`config.mk`:
```
export PLATFORM = sky130hd
export DESIGN_NAME = opamp_bank_ctrl
export DESIGN_NICKNAME = d
export VERILOG_FILES = /design/src/rtl/opamp_bank_ctrl.sv
export SDC_FILE = /design/constraint.sdc
export NUM_CORES = 1
export LEC_CHECK = 0
export ABC_AREA = 1
export BUFFER_PORTS_ARGS = -buffer_cell sky130_fd_sc_hd__clkbuf_2
export CAP_MARGIN = 20
export CORE_AREA = 3 3 77 79
export CTS_BUF_LIST = sky130_fd_sc_hd__clkbuf_8
export CTS_CLUSTER_DIAMETER = 50
export DETAILED_ROUTE_END_ITERATION = 7
export DIE_AREA = 0 0 80 82
export PLACE_DENSITY = 0.57
export SYNTH_ARGS = -nofsm -noshare
export SYNTH_HDL_FRONTEND = slang
export SYNTH_SLANG_ARGS = --single-unit
```
`constraint.sdc`:
```
create_clock -name clk -period 2.2 [get_ports clk]
set_input_delay 0.44 -clock clk [delete_from_list [all_inputs] [get_ports clk]]
set_output_delay 0.44 -clock clk [all_outputs]
set_load 0.01 [all_outputs]
```
`src/rtl/opamp_bank_ctrl.sv`:
```
// Power-up/config controller for a bank of opamps sharing one bias generator.
// Serial frames arrive on synchronised pins; the bias settles, then the channels enable one after another.
module opamp_bank_ctrl #(
  parameter int NUM_CH      = 2,
  parameter int TRIM_W      = 4,
  parameter int SETTLE_CYC  = 256,
  parameter int STAGGER_CYC = 16
) (
  input  logic              clk,
  input  logic              rst,
  input  logic              cfg_sclk,
  input  logic              cfg_sdata,
  input  logic              cfg_latch,
  output logic              bias_en,
  output logic [TRIM_W-1:0] bias_trim,
  output logic [NUM_CH-1:0] ch_en,
  output logic              busy,
  output logic              ready,
  output logic              cfg_err
);

  localparam int FRAME_W = NUM_CH + TRIM_W;
  localparam int MAX_CYC = (SETTLE_CYC > STAGGER_CYC) ? SETTLE_CYC : STAGGER_CYC;
  localparam int CNT_W   = $clog2(MAX_CYC + 1);
  localparam int BC_W    = $clog2(FRAME_W + 2);
  localparam int IDX_W   = (NUM_CH > 1) ? $clog2(NUM_CH) : 1;

  typedef enum logic [1:0] {S_OFF, S_SETTLE, S_RAMP, S_ON} state_t;

  // [0],[1] synchroniser stages, [2] previous value for edge detect
  logic [2:0]         r_sclk_sh;
  logic [2:0]         r_latch_sh;
  logic [1:0]         r_sdata_sh;
  logic               w_sclk_p;
  logic               w_latch_p;

  logic [FRAME_W-1:0] r_shadow;
  logic [BC_W-1:0]    r_bitcnt;
  logic [FRAME_W-1:0] r_act_cfg;
  logic               r_load;
  logic               r_cfg_err;

  state_t             r_state;
  logic [CNT_W-1:0]   r_cnt;
  logic [IDX_W-1:0]   r_idx;
  logic [NUM_CH-1:0]  r_ch_en;
  logic [NUM_CH-1:0]  r_fsm_req;
  logic [TRIM_W-1:0]  r_bias_trim;

  state_t             w_state_nx;
  logic [CNT_W-1:0]   w_cnt_nx;
  logic [IDX_W-1:0]   w_idx_nx;
  logic [NUM_CH-1:0]  w_chen_nx;
  logic [NUM_CH-1:0]  w_req_nx;
  logic               w_enter;
  logic [IDX_W-1:0]   w_enter_idx;
  logic [NUM_CH-1:0]  w_act_req;

  assign w_sclk_p  = r_sclk_sh[1] & ~r_sclk_sh[2];
  assign w_latch_p = r_latch_sh[1] & ~r_latch_sh[2];
  assign w_act_req = r_act_cfg[FRAME_W-1:TRIM_W];

  always_ff @(posedge clk) begin
    if (rst) begin
      r_sclk_sh  <= '0;
      r_latch_sh <= '0;
      r_sdata_sh <= '0;
      r_shadow   <= '0;
      r_bitcnt   <= '0;
      r_act_cfg  <= '0;
      r_load     <= 1'b0;
      r_cfg_err  <= 1'b0;
    end else begin
      r_sclk_sh  <= {r_sclk_sh[1:0], cfg_sclk};
      r_latch_sh <= {r_latch_sh[1:0], cfg_latch};
      r_sdata_sh <= {r_sdata_sh[0], cfg_sdata};
      r_load     <= 1'b0;
      // A latch wins over a coincident shift so the committed frame is the one counted
      if (w_latch_p) begin
        r_bitcnt <= '0;
        if (r_bitcnt == BC_W'(FRAME_W)) begin
          r_act_cfg <= r_shadow;
          r_cfg_err <= 1'b0;
          r_load    <= 1'b1;
        end else begin
          r_cfg_err <= 1'b1;
        end
      end else if (w_sclk_p) begin
        r_shadow <= {r_shadow[FRAME_W-2:0], r_sdata_sh[1]};
        if (r_bitcnt != BC_W'(FRAME_W + 1)) begin
          r_bitcnt <= r_bitcnt + BC_W'(1);
        end
      end
    end
  end

  always_ff @(posedge clk) begin
    if (rst) begin
      r_state     <= S_OFF;
      r_cnt       <= '0;
      r_idx       <= '0;
      r_ch_en     <= '0;
      r_fsm_req   <= '0;
      r_bias_trim <= '0;
    end else begin
      r_state     <= w_state_nx;
      r_cnt       <= w_cnt_nx;
      r_idx       <= w_idx_nx;
      r_ch_en     <= w_chen_nx;
      r_fsm_req   <= w_req_nx;
      r_bias_trim <= r_act_cfg[TRIM_W-1:0];
    end
  end

  always_comb begin
    w_state_nx  = r_state;
    w_cnt_nx    = r_cnt;
    w_idx_nx    = r_idx;
    w_chen_nx   = r_ch_en;
    w_req_nx    = r_fsm_req;
    w_enter     = 1'b0;
    w_enter_idx = r_idx;

    case (r_state)
      S_SETTLE: begin
        if (r_cnt <= CNT_W'(1)) begin
          w_state_nx  = S_RAMP;
          w_enter     = 1'b1;
          w_enter_idx = '0;
        end else begin
          w_cnt_nx = r_cnt - CNT_W'(1);
        end
      end
      S_RAMP: begin
        if (r_cnt <= CNT_W'(1)) begin
          if (r_idx == IDX_W'(NUM_CH - 1)) begin
            w_state_nx = S_ON;
          end else begin
            w_enter     = 1'b1;
            w_enter_idx = r_idx + IDX_W'(1);
          end
        end else begin
          w_cnt_nx = r_cnt - CNT_W'(1);
        end
      end
      default: ;
    endcase

    if (r_load) begin
      w_req_nx  = w_act_req;
      w_chen_nx = r_ch_en & w_act_req;
      if (w_act_req == '0) begin
        w_state_nx = S_OFF;
        w_chen_nx  = '0;
        w_cnt_nx   = '0;
        w_idx_nx   = '0;
        w_enter    = 1'b0;
      end else if (r_state == S_OFF) begin
        w_state_nx = S_SETTLE;
        w_cnt_nx   = CNT_W'(SETTLE_CYC);
        w_enter    = 1'b0;
      end else if ((r_state == S_RAMP || r_state == S_ON) &&
                   ((w_act_req & ~r_fsm_req) != '0)) begin
        w_state_nx  = S_RAMP;
        w_enter     = 1'b1;
        w_enter_idx = '0;
      end
    end

    // Entering a slot: a fresh channel waits the stagger, anything else costs one cycle
    if (w_enter) begin
      w_idx_nx = w_enter_idx;
      if (w_act_req[w_enter_idx] && !w_chen_nx[w_enter_idx]) begin
        w_chen_nx[w_enter_idx] = 1'b1;
        w_cnt_nx               = CNT_W'(STAGGER_CYC);
      end else begin
        w_cnt_nx = CNT_W'(1);
      end
    end
  end

  assign bias_en   = (r_state != S_OFF);
  assign busy      = (r_state == S_SETTLE) || (r_state == S_RAMP);
  assign ready     = (r_state == S_ON);
  assign ch_en     = r_ch_en;
  assign bias_trim = r_bias_trim;
  assign cfg_err   = r_cfg_err;

endmodule

```
# After elaboration in Yosys (flattened, before gate mapping)
# Cells that the tools add are included.
[totals] register_bits=45 input_bits=5 out_inout_bits=10 wordCells=99
[classes] n_addsub=3 magnitude_cmp=3 n_eq_ne=5 n_mux=46 bitwise_logic=9 reduce_logical=19
[ops] cell="$mux W9" n=6
[ops] cell="$mux W1" n=24
[ops] cell="$mux W2" n=11
[ops] cell="$le A9 B1 Y1 const B" n=1
[ops] cell="$sub A9 B1 Y9 const B" n=1
[ops] cell="$reduce_and A2 Y1" n=4
[ops] cell="$reduce_bool A2 Y1" n=4
[ops] cell="$reduce_or A2 Y1" n=3
[ops] cell="$mux W5" n=1
[ops] cell="$and A2 B2 Y2" n=2
[ops] cell="$eq A2 B2 Y1 const B" n=2
[ops] cell="$logic_not A2 Y1" n=2
[ops] cell="$pmux W1 S2" n=2
[ops] cell="$pmux W2 S2" n=1
[ops] cell="$add A3 B1 Y3 const B" n=1
[ops] cell="$eq A3 B3 Y1 const B" n=1
[ops] cell="$logic_and A1 B1 Y1" n=3
[ops] cell="$ne A3 B3 Y1 const B" n=1
[ops] cell="$not A1 Y1" n=3
[ops] cell="$and A1 B1 Y1" n=2
[ops] cell="$eq A2 B1 Y1 const B" n=1
[ops] cell="$logic_or A1 B1 Y1" n=2
[ops] cell="$lt A1 B2 Y1 const B" n=1
[ops] cell="$not A2 Y2" n=1
[ops] cell="other kinds (5)" n=5

# Longest topological paths before layout
# Gate-level depths: netlist (run 1).
[depth] word_depth=15 depth_mapped=14 ltp_nobuf=14

# Least setup slack after synthesis (run 1)
# Ideal clock, no wire load.
[synth_timing] path_kind="register -> register" from="register r_state[1]" to="register r_cnt[4]" setup_ns=0.114 arrival_ns=1.657 t_required_ns=2.086 setup_slack_ns=0.428 path_stages_with_launch=11 path_buffers=1 period_less_slack_ns=1.772 path_cell_list="dfxtp_1 > inv_1 > ha_1 > buf_2 > inv_1 > nor2_4 > inv_2 > nor2_1 > a21oi_1 > o21ai_1 > nand2_1"
[synth_between] elab_chain_cells=13 word_cells_on_any_way=29 cone_classes="3 x eq/ne; 20 x mux; 6 x reduce/logical"
[synth_rtl] element="start: declaration" line_no="43" rtl="state_t r_state;"
[synth_rtl] element="start signal: assignment" line_no="106" rtl="r_state <= w_state_nx;"
[synth_rtl] element="branches (longest 12 deep; another with $mux W5)"
[synth_rtl] element="$mux W9 *" line_no="171" rtl="if (w_enter) begin"
[synth_rtl] element="end signal: assignment" line_no="107" rtl="r_cnt <= w_cnt_nx;"
[synth_rtl] element="end: declaration" line_no="44" rtl="logic [CNT_W-1:0] r_cnt;"
# Mark *: on every way between the ends. The select of a mux whose other input is x is not followed.
# A chain may end at the register's enable or synchronous reset.

# Final worst setup path (run 1)
[layout_timing] from="register r_state[1]" to="output port busy"
[layout_between] elab_chain_cells=2 word_cells_on_any_way=3 cone_classes="2 x eq/ne; 1 x reduce/logical"
[layout_rtl] element="$eq A2 B1 Y1 or $eq A2 B2 Y1 (tied branches)" line_no="183" rtl="assign busy = (r_state == S_SETTLE) || (r_state == S_RAMP);"
[layout_rtl] element="$logic_or A1 B1 Y1 *" line_no="183"
[layout_rtl] element="end: declaration" line_no="17" rtl="output logic busy,"
# Mark *: on every way between the ends. The rest lies on a longest branch, timed or not.

==> flow_summary.ini, run 1 <==
[run_status]
outcome = completed

[cells_and_area]
antenna_cells_inserted = 0
fillerInstances = 588
final_cell_mix = 45 x sky130_fd_sc_hd__dfxtp_1, 43 x sky130_fd_sc_hd__nor2_1, 40 x sky130_fd_sc_hd__inv_1
layout.cells.most_common = sky130_fd_sc_hd__dfxtp_1
area_added_between_synthesis_and_finish_pct = 13.4
layout.nets = 299
share_of_post_route_cells_with_drive_strength_above_1 = 0.157
post_route_cell_area_um2 = 2290

[clocking]
cts_hold_buffers = 0
cts_tree = yes
tritoncts_num_sinks = 45
cts.repair_timing.setup_buffer_count = 0
clkSlewWorstSetupHoldPaths_ps = 90
post_cts_resized = 0
clock_tree.root_cell = sky130_fd_sc_hd__clkbuf_8
clk-insertion-delay-late_ps = 300
longest_clk_path_bufs = 2
h-tree-depth = 2
numCtsBuffers = 5

[floorplan]
placement_rows = 27
initial_utilization = 0.374
core_area_um2 = 5410
num_io_pins = 15
die_ht_um = 82
die_area_um2 = 6560
die_w_um = 80

[timing]
grt_setup_unrepaired = no
fmax_ghz = 0.536
timing.max_slew.rel_slack = 0.736
final.setup_skew_ps = 9.99
final-setup-viol-count = 0
total_negative_setup_slacks_ps = 0
worst_pin_slew_ps = 396
final.period_utilization = 0.847
timing_hold_violations_final = 0
min_period_ps = 1860
timing.final.max_slew_violations = 0

[hold_path]
hold_path_class = input port to flop

[worst_setup_path]
timing.critical_path.slowest_cell_delay_ps = 420
reg2reg_depth = 8
critPathMaxFanout = 10
timing.critical_path.slowest_stage_cell = sky130_fd_sc_hd__dfxtp_1
critical_path_sink_type = primary output
crit_type = flop to primary output
r2r_slack_ps = 430
r2r-end = r_cnt[3]
cp.required_ps = 1760
worst_setup_path_start_kind = flop
worstReg2RegStart = r_state[0]
path_cells = inv_1, ha_1, buf_4, clkbuf_2
endpoint = busy
worst_setup_path_startpoint = r_state[1]
cp.arrival_ps = 1420

[route]
vias_per_cell = 4.61
route.vias.total = 1652
drc_errors = 0
detailedRoute.firstPassIterationCount = 4
drt_iter0_markers = 65
routed_wl_mm = 3.71
postRouteAntennaNets = 0
route.detailed.wl_per_inst_um = 10.4

[synth]
synth_compound_gate_area_share = 0.131
largest_family_of_logic_cells_by_synthesized_area = simple AND/OR/NAND/NOR gates
synth_seq_cells = 45
post_synth_instance_area_um2 = 2020
syn-num-nets = 281
synthesis.instances = 267
largest_cells_by_area_after_synthesis = sky130_fd_sc_hd__dfxtp_1 45%, sky130_fd_sc_hd__nor2_1 8.0%, sky130_fd_sc_hd__inv_1 7.4%
yosysTopAreaCellShare = 0.446
yosysWarningCount = 0
synth_adder_area_share = 0.0557
synthXorXnorAreaFrac = 0.0260
synth.avg_cell_area_um2 = 7.57
yosysSeqAreaShare = 0.446
synth_top_area_cell = sky130_fd_sc_hd__dfxtp_1
synth_cell_types = 28
post_synth_and_or_nand_nor_area_fraction = 0.248
post_synth_mux_area_share = 0

[grt]
global_route_wire_length_before_repair_mm = 6.64
overflow = 0
grt.total_usage = 0.128
antenna_found_initial = 0
grt_max_degree = 20
grt_pass1_vias = 1577

[place]
half_perimeter_wire_length_of_the_detailed_placement_result_mm = 2.82
routabilityCongestion = 0.801
numPortBuffers = 14
place_area_um2 = 2170

[power_and_ir_drop]
cellPowerDensity_nw_per_um2 = 672
leakage_nw = 1.03
overall_power_consumption_w = 0.00154
max-vdd-ir-drop_mv = 0.432

[job]
cap_violations = 0
[report_power, final]
part / switching [W] / total [W] / internal (W)
registers: 0.00000651 / 0.000835 / 0.000829
clock network: 0.000307 / 0.000656 / 0.000348
logic: 0.0000327 / 0.0000498 / 0.0000171
total: 0.000347 / 0.00154 / 0.00119
[critical path: cells and delay by family, from the launching register on]
family | cells | cell delay (ps)
DFF | 1 | 420
adders and majority gates | 1 | 300
buffers and inverters | 3 | 420
[flip-flops by register name, summed over array words and instances (netlist names)]
signal      count
bias_trim       4
cfg_err         1
ch_en           2
r_act_cfg       6
r_bitcnt        3
r_cnt           9
r_fsm_req       2
r_idx           1
r_latch_sh      3
r_load          1
r_sclk_sh       3
r_sdata_sh      2
r_shadow        6
r_state         2
[cell type report]
type | count | area [µm²] | share of cell area
multi-input combinational | 172 | 930 | 0.405
inverter | 45 | 169 | 0.0736
tap | 72 | 90.1 | 0.0393
timing repair buffer | 16 | 85.1 | 0.0371
clock inverter | 3 | 50.0 | 0.0218
clock buffer | 5 | 68.8 | 0.0300
sequential | 45 | 901 | 0.393
[metal layers]
layer | track usage | part of all wire | wire length (µm)
met2 | 0.227 | 0.48 | 1790
met5 | 0 | 0 | 0
met3 | 0.0296 | 0.025 | 93
met1 | 0.151 | 0.48 | 1770
met4 | 0.0456 | 0.016 | 59
[synth_stat cells, drive strengths merged]
cell / count
nor2: 49
nand2: 38
nor3: 2
ha: 9
or2: 1
inv: 45
nand3b: 1
nand3: 15
a21oi: 19
o22ai: 4
xnor2: 2
nor4: 1
clkbuf: 2
xor2: 4
buf: 3
dfxtp: 45
o211ai: 1
o21ai: 25
nand4: 1
[cells by family after synthesis]
kind of cell | count (synthesis)
XOR/XNOR | 6
adder cells (fa/ha/maj) | 9
buffers and inverters | 50
AND/OR/NAND/NOR | 108
flip-flops | 45
AO/OA/AOI/OAI | 49
[per-stage QoR]
stage	util	hold slack (ps)	cells	setup slack [ps]
after floorplan	-	388	267	428
final	0.424	329	358	336
after detailed placement	0.402	395	350	445
after global routing	0.424	328	358	283
after CTS	0.424	319	358	327
after global placement	0.402	389	350	484
[how the worst min path moves through the flow]
stage,startpoint,end,slack (ps),depth (start not counted)
4_1_cts,cfg_sdata,r_sdata_sh[0],320,3
3_3_place_gp,r_sdata_sh[0],r_sdata_sh[1],390,2
5_1_grt,cfg_latch,r_latch_sh[0],330,3
3_5_place_dp,r_sdata_sh[0],r_sdata_sh[1],400,2
6_report,cfg_sdata,r_sdata_sh[0],330,3
2_1_floorplan,r_latch_sh[0],r_latch_sh[1],390,2
Power figures use the tool's default switching activity.
==> run 2: changes to the inputs <==
==> constraint.sdc (replaced) <==
create_clock -name clk -period 1.9 [get_ports clk]
set_input_delay 0.38 -clock clk [delete_from_list [all_inputs] [get_ports clk]]
set_output_delay 0.38 -clock clk [all_outputs]
set_load 0.01 [all_outputs]
==> run 2 against run 1 <==
  * Via count shrank 0.73%
  * Clock-buffer cell count is 1 higher
  * Global-route usage grew 0.61 points
  * Critical endpoint unchanged
==> flow_summary.ini, run 2 (same netlist as run 1, synthesis figures left out) <==
[power_and_ir_drop]
sequential_group_share_of_total_power = 0.534
switching_share = 0.216
power_report.internal_total_w = 0.00142
clkPwrFrac = 0.432
cellPowerDensity_nw_per_um2 = 778
leakage_nw = 1.04
max-vdd-ir-drop_mv = 0.554
share_comb_of_total_power = 0.034
power.switching_w = 0.000392

[timing]
timing.final.max_slew_violations = 0
hold_slack_ps = 256
final.setup_skew_ps = 6.31
final.period_utilization = 0.912
timing.max_slew.rel_slack = 0.758
worst_pin_slew_ps = 361
timing_hold_violations_final = 0
fmax_ghz = 0.577
min_period_ps = 1730
final-setup-viol-count = 0
total_negative_setup_slacks_ps = 0
grt_setup_unrepaired = no

[grt]
antenna_found_initial = 0
grt.total_usage = 0.134
grt_max_degree = 16
overflow = 0
global_route_wire_length_before_repair_mm = 6.87
grt_pass1_vias = 1558

[place]
routabilityCongestion = 0.783
numPortBuffers = 14
half_perimeter_wire_length_of_the_detailed_placement_result_mm = 2.85
placed_insts = 352
place_area_um2 = 2190

[worst_setup_path]
cp.arrival_ps = 1350
critPathMaxFanout = 5
crit_type = flop to primary output
critical_path_sink_type = primary output
timing.critical_path.slowest_stage_cell = sky130_fd_sc_hd__dfxtp_2
cpLargestDelayFamily = flip-flops
cp.required_ps = 1520
path_cells = inv_1, ha_1, buf_4, clkbuf_2
critPathBufInv = 3
timing.critical_path.slowest_cell_delay_ps = 370
worst_setup_path_start_kind = flop

[route]
vias_per_cell = 4.56
route.detailed.wl_per_inst_um = 10.6
drt_iter0_markers = 80
drc_errors = 0
routed_wl_mm = 3.81
detailedRoute.firstPassIterationCount = 4
postRouteAntennaNets = 0
route.vias.total = 1640

[job]
cap_violations = 0

[cells_and_area]
layout.nets = 301
layout.cells.most_common = sky130_fd_sc_hd__dfxtp_1
area_added_between_synthesis_and_finish_pct = 15.0
antenna_cells_inserted = 0
finalNonFillerCells = 360
share_of_post_route_cells_with_drive_strength_above_1 = 0.181
finalCoreUtilization = 0.430
regs_by_ff_count = r_cnt: 9 flops, r_act_cfg: 6 flops, r_shadow: 6 flops
final_cell_mix = 43 x sky130_fd_sc_hd__dfxtp_1, 41 x sky130_fd_sc_hd__nor2_1, 40 x sky130_fd_sc_hd__inv_1
post_route_cell_area_um2 = 2330
registers.top_by_ff_count = r_cnt
largest_reg_flops = 9

[run_status]
outcome = completed

[clocking]
clk-insertion-delay-late_ps = 300
numCtsBuffers = 5
clkSlewWorstSetupHoldPaths_ps = 80
cts_tree = yes
clock_tree.root_cell = sky130_fd_sc_hd__clkbuf_8
tritoncts_num_sinks = 45
h-tree-depth = 2
longest_clk_path_bufs = 2
cts_hold_buffers = 0

[floorplan]
core_area_um2 = 5410
initial_utilization = 0.374
die_w_um = 80
placement_rows = 27
die_ht_um = 82
num_io_pins = 15
die_area_um2 = 6560

[hold_path]
hold_path_class = input port to flop
[run 2: cell types whose count changed in the layout (fill, tap and decap cells not counted)]
cell	change
sky130_fd_sc_hd__dfxtp_2	+2
sky130_fd_sc_hd__buf_4	+2
sky130_fd_sc_hd__nor2_1	-2
sky130_fd_sc_hd__clkbuf_8	+1
sky130_fd_sc_hd__clkinv_4	-1
sky130_fd_sc_hd__dfxtp_1	-2
sky130_fd_sc_hd__nand3_2	+1
sky130_fd_sc_hd__nand3_1	-1
sky130_fd_sc_hd__nor2_2	+2
[run 2: per-layer routing]
metal  up-vias  global-route usage  part of all wire
met2        19               0.238              0.48
met5         -                   0                 0
li1        880                   -                 -
met1       735               0.156              0.47
met3         6              0.0428             0.037
met4         0              0.0355             0.013
[run 2: what timing repair did]
item | in CTS | in global routing
resized for setup | 0 | 5
setup buffers | 0 | 0
endpoints found under the setup margin | 0 | 8
[run 2: cell type report]
type | instances | area, µm²
clock buffers | 6 | 82.6
clock inverters | 2 | 41.3
fillers | 574 | 3080
inverters | 45 | 169
multi-input cells | 172 | 940
flip-flops and latches | 45 | 903
well taps | 72 | 90.1
repair buffers | 18 | 100
[run 2: final timing paths]
check                             startpoint             to  slack, ps  depth (start not counted)
worst max-delay path              r_state[1]           busy        170                          4
worst min-delay path               cfg_sdata  r_sdata_sh[0]        260                          3
worst max register to register    r_state[0]       r_cnt[4]        200                          9
worst min register to register  r_sclk_sh[0]   r_sclk_sh[1]        400                          2
[run 2: power groups by stage]
stage | clock network (W) | logic, W | registers (W)
final | 0.000781 | 0.0000611 | 0.000967
after global placement | 0 | 0.0000603 | 0.000989
after detailed placement | 0 | 0.0000617 | 0.000989
after CTS | 0.000810 | 0.0000618 | 0.000967
after floorplan | 0 | 0.0000423 | 0.000988
after global routing | 0.000854 | 0.0000716 | 0.000970
[run 2: stage by stage]
step,total power [W],setup slack (ps)
after CTS,0.00184,64.4
after floorplan,0.00103,128
after global routing,0.00190,28.1
final,0.00181,168
after detailed placement,0.00105,112
after global placement,0.00105,192
[run 2: worst register-to-register path, delay by kind of cell, from the launching register on]
family        cells  cell delay (ps)
fa+ha+maj         1              240
buf+inv           1               70
flops             1              350
simple gates      7              950
